[src/rtl/aead_host_pkg.sv]
// Shared definitions for the AEAD serial host: FSM state encoding, load-length
// computation and (with AEAD_HOST_VERIFY_EN) the random-bit LFSR constants.
package aead_host_pkg;

    typedef enum logic [2:0] {
        ST_IDLE,
        ST_CRST,
        ST_LOAD,
        ST_WAIT,
        ST_CAP,
        ST_DONE
`ifdef AEAD_HOST_VERIFY_EN
        ,
        ST_VWAIT,
        ST_VCAP
`endif
    } state_e;

    function automatic int unsigned max2(input int unsigned a, input int unsigned b);
        return (a > b) ? a : b;
    endfunction

    // Core load length: every serial field is shifted in over the same window.
    function automatic int unsigned calc_n(input int unsigned k, input int unsigned l,
                                           input int unsigned y);
        return max2(max2(k, 128), max2(l, y));
    endfunction

`ifdef AEAD_HOST_VERIFY_EN
    localparam logic [15:0] LFSR_SEED = 16'hACE1;
    // Fibonacci taps 16,14,13,11 expressed as bit positions 15,13,12,10.
    localparam logic [15:0] LFSR_TAPS = 16'hB400;
`endif

endpackage

[src/rtl/aead_serial_host_if.sv]
// Parallel job/result bus of the AEAD serial host.
//   master : controller side (offers jobs, consumes results)
//   slave  : host side (accepts jobs, presents ciphertext and tag)
interface aead_serial_host_if #(
    parameter int unsigned K = 128,
    parameter int unsigned L = 40,
    parameter int unsigned Y = 40
) ();
    logic           in_valid;
    logic           in_ready;
    logic [K-1:0]   key_in;
    logic [127:0]   nonce_in;
    logic [L-1:0]   ad_in;
    logic [Y-1:0]   pt_in;
    logic           out_valid;
    logic           out_ready;
    logic [Y-1:0]   ct_out;
    logic [127:0]   tag_out;

    modport master (
        output in_valid, key_in, nonce_in, ad_in, pt_in, out_ready,
        input  in_ready, out_valid, ct_out, tag_out
    );

    modport slave (
        input  in_valid, key_in, nonce_in, ad_in, pt_in, out_ready,
        output in_ready, out_valid, ct_out, tag_out
    );
endinterface

[src/rtl/aead_host_shift.sv]
// Generic W-bit shift register used both as a parallel-in MSB-first serialiser
// (load_i then shl_i, serial bit is q_o[W-1]) and as an LSB-first deserialiser
// (shr_i with ser_i entering at the MSB; after W shifts the first bit sits at q_o[0]).
// Ports: clk, rst (sync, active-low), load_i/par_i, shl_i, shr_i/ser_i, q_o.
module aead_host_shift #(
    parameter int unsigned W = 8
) (
    input  logic         clk,
    input  logic         rst,
    input  logic         load_i,
    input  logic [W-1:0] par_i,
    input  logic         shl_i,
    input  logic         shr_i,
    input  logic         ser_i,
    output logic [W-1:0] q_o
);
    logic [W-1:0] q_q, q_d;

    always_comb begin
        q_d = q_q;
        if (load_i)
            q_d = par_i;
        else if (shl_i)
            q_d = {q_q[W-2:0], 1'b0};
        else if (shr_i)
            q_d = {ser_i, q_q[W-1:1]};
    end

    always_ff @(posedge clk) begin
        if (!rst)
            q_q <= '0;
        else
            q_q <= q_d;
    end

    assign q_o = q_q;
endmodule

[src/rtl/aead_serial_host.sv]
// Host-side driver for the bit-serial AEAD core. Accepts one parallel job over
// the bus (slave modport), pulses the core reset, shifts key/nonce/AD/plaintext
// MSB-first for N cycles, holds enc_start until the core is ready, then captures
// ciphertext and tag LSB-first and presents them until consumed.
// Ports: clk, rst (sync, active-low), bus (job/result handshake), core_rst,
//   *_so serial outputs to the core, *_si serial inputs from the core.
// Optional macro AEAD_HOST_VERIFY_EN: adds a decrypt/verify pass (VWAIT/VCAP),
//   the auth_ok output and an LFSR feeding r128_so/rpt_so.
module aead_serial_host
    import aead_host_pkg::*;
#(
    parameter int unsigned K = 128,
    parameter int unsigned L = 40,
    parameter int unsigned Y = 40
) (
    input  logic               clk,
    input  logic               rst,
    aead_serial_host_if.slave  bus,
    output logic               core_rst,
    output logic               key_so,
    output logic               nonce_so,
    output logic               ad_so,
    output logic               pt_so,
    output logic               r128_so,
    output logic               rpt_so,
    output logic               enc_start_so,
    output logic               dec_start_so,
    input  logic               ct_si,
    input  logic               tag_si,
    input  logic               enc_ready_si,
    input  logic               dec_ready_si,
    input  logic               pt_si,
    input  logic               dtag_si,
    input  logic               auth_si
`ifdef AEAD_HOST_VERIFY_EN
    ,
    output logic               auth_ok
`endif
);
    localparam int unsigned N  = calc_n(K, L, Y);
    localparam int unsigned M  = max2(Y, 128);
    localparam int unsigned CW = $clog2(max2(N, M) + 1);
    localparam logic [CW-1:0] LOAD_LAST = CW'(N - 1);
    localparam logic [CW-1:0] CAP_LAST  = CW'(M - 1);
    localparam logic [CW-1:0] Y_LIM     = CW'(Y);
    localparam logic [CW-1:0] T_LIM     = CW'(128);

    state_e          state_q, state_d;
    logic [CW-1:0]   cnt_q, cnt_d;
    logic            take;
    logic            loading;
    logic [K-1:0]    key_sh;
    logic [127:0]    nonce_sh;
    logic [L-1:0]    ad_sh;
    logic [Y-1:0]    pt_sh;
    logic [Y-1:0]    ct_q;
    logic [127:0]    tag_q;
`ifdef AEAD_HOST_VERIFY_EN
    logic            auth_q, auth_d;
    logic [15:0]     lfsr_q, lfsr_d;
    logic [Y-1:0]    pt_chk;
    logic [127:0]    tag_chk;
`endif

    always_comb begin
        state_d = state_q;
        cnt_d   = cnt_q;
        take    = 1'b0;
`ifdef AEAD_HOST_VERIFY_EN
        auth_d  = auth_q;
`endif
        case (state_q)
            ST_IDLE: if (bus.in_valid) begin
                take    = 1'b1;
                state_d = ST_CRST;
            end
            ST_CRST: begin
                cnt_d   = '0;
                state_d = ST_LOAD;
            end
            ST_LOAD: begin
                cnt_d = cnt_q + 1'b1;
                if (cnt_q == LOAD_LAST)
                    state_d = ST_WAIT;
            end
            ST_WAIT: if (enc_ready_si) begin
                cnt_d   = '0;
                state_d = ST_CAP;
            end
            ST_CAP: begin
                cnt_d = cnt_q + 1'b1;
                if (cnt_q == CAP_LAST)
`ifdef AEAD_HOST_VERIFY_EN
                    state_d = ST_VWAIT;
`else
                    state_d = ST_DONE;
`endif
            end
`ifdef AEAD_HOST_VERIFY_EN
            ST_VWAIT: if (dec_ready_si) begin
                cnt_d   = '0;
                auth_d  = auth_si;
                state_d = ST_VCAP;
            end
            ST_VCAP: begin
                cnt_d = cnt_q + 1'b1;
                if (cnt_q == CAP_LAST)
                    state_d = ST_DONE;
            end
`endif
            ST_DONE: if (bus.out_ready)
                state_d = ST_IDLE;
            default: state_d = ST_IDLE;
        endcase
    end

    always_ff @(posedge clk) begin
        if (!rst) begin
            state_q <= ST_IDLE;
            cnt_q   <= '0;
`ifdef AEAD_HOST_VERIFY_EN
            auth_q  <= 1'b0;
`endif
        end else begin
            state_q <= state_d;
            cnt_q   <= cnt_d;
`ifdef AEAD_HOST_VERIFY_EN
            auth_q  <= auth_d;
`endif
        end
    end

    assign loading = (state_q == ST_LOAD);

    // Load-side serialisers: shifting left with zero fill makes a narrow
    // field output 0 once its W bits have gone out.
    aead_host_shift #(.W(K)) u_key (
        .clk(clk), .rst(rst), .load_i(take), .par_i(bus.key_in),
        .shl_i(loading), .shr_i(1'b0), .ser_i(1'b0), .q_o(key_sh));
    aead_host_shift #(.W(128)) u_nonce (
        .clk(clk), .rst(rst), .load_i(take), .par_i(bus.nonce_in),
        .shl_i(loading), .shr_i(1'b0), .ser_i(1'b0), .q_o(nonce_sh));
    aead_host_shift #(.W(L)) u_ad (
        .clk(clk), .rst(rst), .load_i(take), .par_i(bus.ad_in),
        .shl_i(loading), .shr_i(1'b0), .ser_i(1'b0), .q_o(ad_sh));
    aead_host_shift #(.W(Y)) u_pt (
        .clk(clk), .rst(rst), .load_i(take), .par_i(bus.pt_in),
        .shl_i(loading), .shr_i(1'b0), .ser_i(1'b0), .q_o(pt_sh));

    // Capture-side deserialisers: shift only for the field's own width so bit j
    // lands at index j even though CAP runs max(Y,128) cycles.
    aead_host_shift #(.W(Y)) u_ct (
        .clk(clk), .rst(rst), .load_i(1'b0), .par_i('0), .shl_i(1'b0),
        .shr_i(state_q == ST_CAP && cnt_q < Y_LIM), .ser_i(ct_si), .q_o(ct_q));
    aead_host_shift #(.W(128)) u_tag (
        .clk(clk), .rst(rst), .load_i(1'b0), .par_i('0), .shl_i(1'b0),
        .shr_i(state_q == ST_CAP && cnt_q < T_LIM), .ser_i(tag_si), .q_o(tag_q));

    assign bus.in_ready  = (state_q == ST_IDLE);
    assign bus.out_valid = (state_q == ST_DONE);
    assign bus.ct_out    = ct_q;
    assign bus.tag_out   = tag_q;

    assign core_rst     = !(state_q == ST_IDLE || state_q == ST_CRST);
    assign key_so       = loading & key_sh[K-1];
    assign nonce_so     = loading & nonce_sh[127];
    assign ad_so        = loading & ad_sh[L-1];
    assign pt_so        = loading & pt_sh[Y-1];
    assign enc_start_so = (state_q == ST_WAIT);

`ifdef AEAD_HOST_VERIFY_EN
    aead_host_shift #(.W(Y)) u_ptchk (
        .clk(clk), .rst(rst), .load_i(1'b0), .par_i('0), .shl_i(1'b0),
        .shr_i(state_q == ST_VCAP && cnt_q < Y_LIM), .ser_i(pt_si), .q_o(pt_chk));
    aead_host_shift #(.W(128)) u_tagchk (
        .clk(clk), .rst(rst), .load_i(1'b0), .par_i('0), .shl_i(1'b0),
        .shr_i(state_q == ST_VCAP && cnt_q < T_LIM), .ser_i(dtag_si), .q_o(tag_chk));

    // Reseeded per job so every load sees the same random sequence.
    always_comb begin
        lfsr_d = lfsr_q;
        if (take)
            lfsr_d = LFSR_SEED;
        else if (loading)
            lfsr_d = {lfsr_q[14:0], ^(lfsr_q & LFSR_TAPS)};
    end

    always_ff @(posedge clk) begin
        if (!rst)
            lfsr_q <= LFSR_SEED;
        else
            lfsr_q <= lfsr_d;
    end

    assign r128_so      = loading & lfsr_q[15];
    assign rpt_so       = loading & lfsr_q[0];
    assign dec_start_so = (state_q == ST_VWAIT);
    assign auth_ok      = auth_q;

    logic unused_ok;
    assign unused_ok = &{1'b0, key_sh[K-2:0], nonce_sh[126:0], ad_sh[L-2:0],
                         pt_sh[Y-2:0], pt_chk, tag_chk};
`else
    assign r128_so      = 1'b0;
    assign rpt_so       = 1'b0;
    assign dec_start_so = 1'b0;

    logic unused_ok;
    assign unused_ok = &{1'b0, key_sh[K-2:0], nonce_sh[126:0], ad_sh[L-2:0],
                         pt_sh[Y-2:0], dec_ready_si, pt_si, dtag_si, auth_si};
`endif
endmodule

[src/flat_wrapper.sv]
// flat-port wrapper written by rule: the top's interface ports become plain ports
module aead_serial_host_flat import aead_host_pkg::*;
#(
    parameter int unsigned K = 128,
    parameter int unsigned L = 40,
    parameter int unsigned Y = 40
)
  (clk, rst, core_rst, key_so, nonce_so, ad_so, pt_so, r128_so, rpt_so, enc_start_so, dec_start_so, ct_si, tag_si, enc_ready_si, dec_ready_si, pt_si, dtag_si, auth_si, bus_in_valid, bus_key_in, bus_nonce_in, bus_ad_in, bus_pt_in, bus_out_ready, bus_in_ready, bus_out_valid, bus_ct_out, bus_tag_out);
  aead_serial_host_if #(.K(K), .L(L), .Y(Y)) bus_i ();
  input  logic clk;
  input  logic rst;
  output logic core_rst;
  output logic key_so;
  output logic nonce_so;
  output logic ad_so;
  output logic pt_so;
  output logic r128_so;
  output logic rpt_so;
  output logic enc_start_so;
  output logic dec_start_so;
  input  logic ct_si;
  input  logic tag_si;
  input  logic enc_ready_si;
  input  logic dec_ready_si;
  input  logic pt_si;
  input  logic dtag_si;
  input  logic auth_si;
  input wire logic [$bits(bus_i.in_valid)-1:0] bus_in_valid;
  input wire logic [$bits(bus_i.key_in)-1:0] bus_key_in;
  input wire logic [$bits(bus_i.nonce_in)-1:0] bus_nonce_in;
  input wire logic [$bits(bus_i.ad_in)-1:0] bus_ad_in;
  input wire logic [$bits(bus_i.pt_in)-1:0] bus_pt_in;
  input wire logic [$bits(bus_i.out_ready)-1:0] bus_out_ready;
  output wire logic [$bits(bus_i.in_ready)-1:0] bus_in_ready;
  output wire logic [$bits(bus_i.out_valid)-1:0] bus_out_valid;
  output wire logic [$bits(bus_i.ct_out)-1:0] bus_ct_out;
  output wire logic [$bits(bus_i.tag_out)-1:0] bus_tag_out;
  assign bus_i.in_valid = bus_in_valid;
  assign bus_i.key_in = bus_key_in;
  assign bus_i.nonce_in = bus_nonce_in;
  assign bus_i.ad_in = bus_ad_in;
  assign bus_i.pt_in = bus_pt_in;
  assign bus_i.out_ready = bus_out_ready;
  assign bus_in_ready = bus_i.in_ready;
  assign bus_out_valid = bus_i.out_valid;
  assign bus_ct_out = bus_i.ct_out;
  assign bus_tag_out = bus_i.tag_out;
  aead_serial_host #(.K(K), .L(L), .Y(Y)) u_core (.clk(clk), .rst(rst), .bus(bus_i), .core_rst(core_rst), .key_so(key_so), .nonce_so(nonce_so), .ad_so(ad_so), .pt_so(pt_so), .r128_so(r128_so), .rpt_so(rpt_so), .enc_start_so(enc_start_so), .dec_start_so(dec_start_so), .ct_si(ct_si), .tag_si(tag_si), .enc_ready_si(enc_ready_si), .dec_ready_si(dec_ready_si), .pt_si(pt_si), .dtag_si(dtag_si), .auth_si(auth_si));
endmodule
[config.mk]
export PLATFORM = sky130hd
export DESIGN_NAME = aead_serial_host_flat
export DESIGN_NICKNAME = d
export VERILOG_FILES = /design/src/rtl/aead_host_pkg.sv /design/src/rtl/aead_serial_host_if.sv /design/src/rtl/aead_host_shift.sv /design/src/rtl/aead_serial_host.sv /design/src/flat_wrapper.sv
export SDC_FILE = /design/constraint.sdc
export NUM_CORES = 1
export LEC_CHECK = 0
export ABC_AREA = 1
export ABC_CLOCK_PERIOD_IN_PS = 3650
export BUFFER_PORTS_ARGS = -buffer_cell sky130_fd_sc_hd__buf_2
export CORE_MARGIN = 4
export CORE_UTILIZATION = 30
export DETAILED_ROUTE_END_ITERATION = 16
export PLACE_DENSITY = 0.45
export SYNTH_ARGS = -nofsm -noshare
export SYNTH_HDL_FRONTEND = slang
export SYNTH_HIERARCHICAL = 1
export SYNTH_SLANG_ARGS = --single-unit
export TNS_END_PERCENT = 1
[constraint.sdc]
create_clock -name clk -period 3.65 [get_ports clk]
set_input_delay 0.365 -clock clk [delete_from_list [all_inputs] [get_ports clk]]
set_output_delay 0.365 -clock clk [all_outputs]
set_load 0.05 [all_outputs]
### Word level (Yosys, flattened, before mapping)

Cells that the tools add are included.

| storage, ports and cells | value |
|---|---|
| register bits | 515 |
| bits of input ports | 347 |
| logic and storage cells | 54 |

| operators by class | value |
|---|---|
| add/subtract/negate cells | 1 |
| magnitude comparators | 2 |
| equal/unequal tests | 11 |
| multiplexer cells | 18 |
| bitwise logic cells | 4 |
| reduce and logical (&&, ||, !) cells | 10 |

Operators by type and width:

| operator | number |
|---|---|
| $mux 128 | 4 |
| $mux 40 | 4 |
| $pmux 8 s3 | 1 |
| $pmux 3 s6 | 1 |
| $mux 3 | 5 |
| $add 8x1->8 const B | 1 |
| $eq 8x7->1 const B | 1 |
| $lt 8x6->1 const B | 1 |
| $lt 8x8->1 const B | 1 |
| $mux 8 | 1 |
| $eq 3x2->1 const B | 2 |
| $eq 3x3->1 const B | 2 |
| $ne 2x2->1 const B | 3 |
| $reduce_and 5->1 | 1 |
| $and 1x1->1 | 4 |
| $ne 2x1->1 const B | 2 |
| $eq 3x1->1 const B | 1 |
| $logic_not 3->1 | 1 |
| $reduce_bool 3->1 | 1 |
| $logic_and 1x1->1 | 2 |
| $mux 1 | 2 |
| $reduce_and 2->1 | 1 |
| $reduce_bool 2->1 | 1 |
| $reduce_or 2->1 | 1 |
| other kinds (2) | 2 |

### Depth between registers and ports, before layout

| logic depth | value |
|---|---|
| word-level depth | 4 |
| depth in mapped cells | 11 |
| mapped depth without buffers | 8 |

### By module

Netlist, hierarchy kept.

Modules (own cells, without submodules):

| module | instances | cells each | area an instance (um^2) | seq. area each (um^2) |
|---|---|---|---|---|
| aead_host_shift (u_core.u_key ...) | 3 | 1533 | 8579.5 | 2562.5 |
| aead_host_shift (u_core.u_ad ...) | 3 | 479 | 2721.4 | 800.8 |
| aead_serial_host | 1 | 125 | 759.5 | 220.2 |

### Least setup slack after synthesis

Ideal clock, no wire load.

| timing | value |
|---|---|
| kind | flip-flop to flip-flop |
| from | reg u_core.state_q[2] |
| to | reg u_core.u_ad.q_q[25] (netlist: u_core/u_ad/q_o[25]) |
| library setup time | 0.120 ns |
| arrival time | 2.308 ns |
| data required time | 3.530 ns |
| slack | 1.223 ns |
| stages on the path, launching flop included | 11 |
| buffers on the path | 4 |
| path through | dfxtp_1 -> buf_6 -> inv_1 -> nand2_1 -> nor3_1 -> buf_2 -> inv_2 -> buf_4 -> buf_6 -> nand3_1 -> a21oi_1 |

| on the way | value |
|---|---|
| word-level cells in the longest chain between the ends | 3 |
| elaborated cells on any way between the ends | 5 |

RTL lines:

| item | line | source |
|---|---|---|
| start: declaration | aead_serial_host.sv:48 | `state_e state_q, state_d;` |
| start signal: assignment | aead_serial_host.sv:125 | `state_q <= state_d;` |
| $logic_not 3->1 * | aead_serial_host.sv:72 | `case (state_q)` |
| $mux 1 * | aead_serial_host.sv:72 |  |
| net u_core.take | aead_serial_host.sv:50 | `logic take;` |
| $mux 40 or $reduce_bool 2->1 (tied branches) | - |  |
| end signal: assignment | aead_host_shift.sv:33 | `q_q <= q_d;` |
| end: declaration | aead_host_shift.sv:17 | `logic [W-1:0] q_q, q_d;` |

Mark *: on every way through the listed nets, which the timed path passes. The rest lies on a longest branch.
A chain may end at the register's enable or synchronous reset.

### Worst setup path after layout

| timing | value |
|---|---|
| from | reg u_core.state_q[2] |
| to | reg u_core.u_key.q_q[105] (netlist: u_core/u_key/q_o[105]) |

| on the way | value |
|---|---|
| elaborated cells on any way between the ends | 5 |

RTL lines:

| item | line | source |
|---|---|---|
| $eq 3x2->1 | aead_serial_host.sv:133 | `assign loading = (state_q == ST_LOAD);` |
| net u_core.loading | aead_serial_host.sv:51 | `logic loading;` |
| $reduce_bool 2->1 (no source line) | - |  |
| end signal: assignment | aead_host_shift.sv:33 |  |
| end: declaration | aead_host_shift.sv:17 |  |

The timed path passes the listed nets, and every way through them passes these cells.

==> results.tsv <==
stage	metric	value	unit
floorplan	rows	124	
synthesis	synth_most_common_cell	nand2_1	
timing	skew	0.0207	ns
global_route	antenna_found_initial	30	
hold_path	hold_start	bus_nonce_in[40]	
timing	setup_viol	0	
worst_setup_path	cp_slowest_cell	clkinv_2	
placement	gp_congestion	0.770	
worst_setup_path	crit_family	buffers and inverters	
timing	grt_setup_unrepaired	false	
route	drc	0	
route	drt-initial-drc-count	2650	
pwr	p_per_area	708	nW/um2
clocking	cts_root_buffer	clkbuf_16	
flow_run	maxCapViolCount	0	
worst_setup_path	r2r-end	u_core/u_key/q_o[105]$_SDFFE_PN0P_	
floorplan	start_util	30.3	%
placement	dp_hpwl	73.4	mm
worst_setup_path	reg2reg_slack	0.78	ns
worst_setup_path	worst-r2r-cell-count	8	
synthesis	ys_seq_elements	515	
synthesis	syn_avg_cell_area	5.63	um2
clocking	clock_path_buffers	3	
synthesis	ys_async_sr_fraction	0	%
clocking	cts_tree	done	
hold_path	hold_depth	5	
timing	timing.hold.ws	0.0606	ns
timing	setup-tns-final	0	ns
clocking	cts_setup_buffers	0	
pwr	vdd_drop_max	0.568	mV
synthesis	synth_ff_type	dfxtp_1	
clocking	post_cts_resized	0	
global_route	grt.overflow.total	0	
pwr	switching_share	45.4	%
synthesis	yosysWarnings	6	
clocking	htree_levels	3	
route	ant_nets	0	
synthesis	netlist.top_cell.by_area	dfxtp_1	
synthesis	synth_cells	6161	
floorplan	die-area	121000	um2
pwr	power.total	28.6	mW
worst_setup_path	r2r_start	u_core/state_q[2]$_SDFFE_PN0P_	
clocking	hold_buffers	7	
finish	areaGrowthSynthToFinish	16.7	%
worst_setup_path	crit_type	reg2reg	
synthesis	synth.top_cells.by_count	nand2_1, inv_1, nand3_1	
timing	min_period_over_period	78.6	%
timing	hold_violations	0	
synthesis	synth_edf_count	0	
worst_setup_path	cp_slowest_stage_delay	0.51	ns
finish	layout.cells.non_filler	8082	
global_route	grt_pass1_vias	35300	
clocking	cts-buffers-inserted	71	
clocking	clkLatencyLatePin	0.64	ns
outcome	status	completed	
worst_setup_path	path_buf_inv	3	
synthesis	synthTopCellsByArea	dfxtp_1, nand2_1, nand3_1, a21oi_1, inv_1	
floorplan	core_area	115000	um2
worst_setup_path	critPathLaunchType	flip-flop	
global_route	grt_usage	18.6	%
placement	place_area	38100	um2
synthesis	yosysSeqAreaShare	29.7	%
placement	io_buffer_count	518	
placement	dp_cells	7938	
global_route	grt_max_degree	257	
route	wl_per_cell	14.7	um
timing	worst_slew_pin_slew	1.16	ns
timing	finalMaxSlewViolations	0	
clocking	cts.sinks	515	
worst_setup_path	worstPathRequired	4.20	ns
route	viasPerCell	4.67	
clocking	path_clk_slew	0.06	ns
pwr	p_switching	13.0	mW
worst_setup_path	crit_chain	nor2_1, nand2_2, inv_8, clkinv_2, buf_4, nand2_1, nand3_1, a21oi_1	
timing	slew_headroom	22.6	%
route	first_pass_iters	5	
synthesis	post-synth-top-area-fraction	29.7	%
finish	drive_gt1_share	10.7	%
worst_setup_path	worstPathArrival	3.42	ns
synthesis	ys_types	26	
pwr	p_int	15.6	mW
floorplan	die_h	348	um
finish	stdcell_area	40400	um2
worst_setup_path	endpoint_kind	flip-flop	
floorplan	die_w	348	um
hold_path	hold_class	in2reg	
global_route	grt_pass1_wl	189	mm
route	wirelength	119	mm
hold_path	holdPathEnd	u_core/u_nonce/q_o[40]$_SDFFE_PN0P_	
route	via_count	37700	
timing	clock.fmax	0.349	GHz
worst_setup_path	cp_max_fo	55	
timing	min_period	2.87	ns
pwr	p_comb_share	48.4	%
finish	final_nets	6854	
pwr	pwr-share-seq	27.4	%
floorplan	io_pins	526	
pwr	p_leak	23.3	nW
synthesis	syn_area	34700	um2
pwr	p_clk_share	24.2	%
per-layer routing:
metal / up-vias / global-route usage [%] / part of all wire, %
met5: - / 0 / 0.14
met4: 24 / 4.92 / 2.5
met3: 170 / 4.67 / 6.1
met2: 732 / 31.2 / 46
met1: 17200 / 23.9 / 45
li1: 19600 / - / -
layout by cell type (no fill, tap or decap), types with 2 or more instances in the layout:
| master | netlist | layout |
|---|---|---|
| inv_4 | 0 | 2 |
| inv_6 | 0 | 5 |
| nand3_1 | 1014 | 1014 |
| bufinv_16 | 0 | 2 |
| clkbuf_1 | 129 | 28 |
| nand2_2 | 3 | 3 |
| inv_2 | 17 | 13 |
| inv_1 | 1028 | 1026 |
| buf_4 | 24 | 34 |
| nor2_2 | 4 | 2 |
| dlygate4sd3_1 | 0 | 7 |
| conb_1 | 1 | 188 |
| a21oi_1 | 1013 | 1013 |
| nor3_2 | 1 | 2 |
| nor2_4 | 3 | 5 |
| o21ai_0 | 8 | 8 |
| or2_2 | 2 | 2 |
| nor2_1 | 20 | 20 |
| diode_2 | 0 | 11 |
| buf_2 | 267 | 517 |
| clkinv_2 | 0 | 8 |
| buf_12 | 0 | 16 |
| nand2_1 | 2035 | 2035 |
| dfxtp_1 | 515 | 515 |
| clkbuf_8 | 0 | 13 |
| clkbuf_16 | 0 | 73 |
sequential cells by signal (all words and copies together) (netlist names):
register	cells
u_core/u_pt/q_o	40
u_core/u_ad/q_o	40
u_core/u_key/q_o	128
u_core/state_q	3
u_core/u_nonce/q_o	128
u_core/u_ct/q_o	40
u_core/cnt_q	8
u_core/u_tag/q_o	128
logic make-up (layout without fill, tap and decap cells):
| group | after synthesis | count (layout) | synth area share, % |
|---|---|---|---|
| AO/OA/AOI/OAI | 1023 | 1023 | 14.8 |
| flip-flops | 515 | 515 | 29.7 |
| adder cells (fa/ha/maj) | 1 | 1 | 0.0361 |
| buffers and inverters | 1535 | 1746 | 18.1 |
| other | 1 | 199 | 0.0108 |
| AND/OR/NAND/NOR | 3086 | 3086 | 37.3 |
worst register-to-register path, stage by stage, from the launching register on:
cell	delay, ns
dfxtp_1	0.39
nor2_1	0.18
nand2_2	0.31
inv_8	0.46
clkinv_2	0.54
buf_4	0.51
nand2_1	0.17
nand3_1	0.08
a21oi_1	0.16
power by group through the flow:
stage	clock (mW)	combinational [mW]	sequential, mW
3_3_place_gp	0	13.8	7.96
2_1_floorplan	0	10.2	8.71
3_5_place_dp	0	13.8	7.98
4_1_cts	7.21	13.9	7.87
5_1_grt	7.40	15.8	8.05
6_report	6.92	13.9	7.86
area by class of cell:
cell class	count	area [um2]
diodes	11	27.5
clock buffers	114	2110
clock inverters	12	125
fillers	13200	74100
inverters	1045	3940
multi-input cells	4298	18800
flip-flops and latches	515	10300
well taps	1512	1890
repair buffers	575	3250
how the worst max path moves through the flow:
stage                                              start                                  to  cells past startpoint
after floorplan           u_core/state_q[2]$_SDFFE_PN0P_    u_core/u_ad/q_o[25]$_SDFFE_PN0P_                     10
after global placement    u_core/state_q[0]$_SDFFE_PN0P_   u_core/u_key/q_o[97]$_SDFFE_PN0P_                      8
after detailed placement  u_core/state_q[0]$_SDFFE_PN0P_  u_core/u_key/q_o[104]$_SDFFE_PN0P_                      8
after CTS                 u_core/state_q[0]$_SDFFE_PN0P_  u_core/u_key/q_o[122]$_SDFFE_PN0P_                      8
after global routing      u_core/state_q[2]$_SDFFE_PN0P_  u_core/u_key/q_o[118]$_SDFFE_PN0P_                      8
final                     u_core/state_q[2]$_SDFFE_PN0P_  u_core/u_key/q_o[105]$_SDFFE_PN0P_                      8
through the flow:
stage / setup slack, ns / utilization, %
finish: 0.781 / 35.3
global route: 0.478 / 35.3
CTS: 0.718 / 35.3
detailed placement: 0.753 / 33.3
global placement: 0.731 / 33.3
floorplan: 1.22 / -
Note: power is estimated with default switching activity, not from simulation.
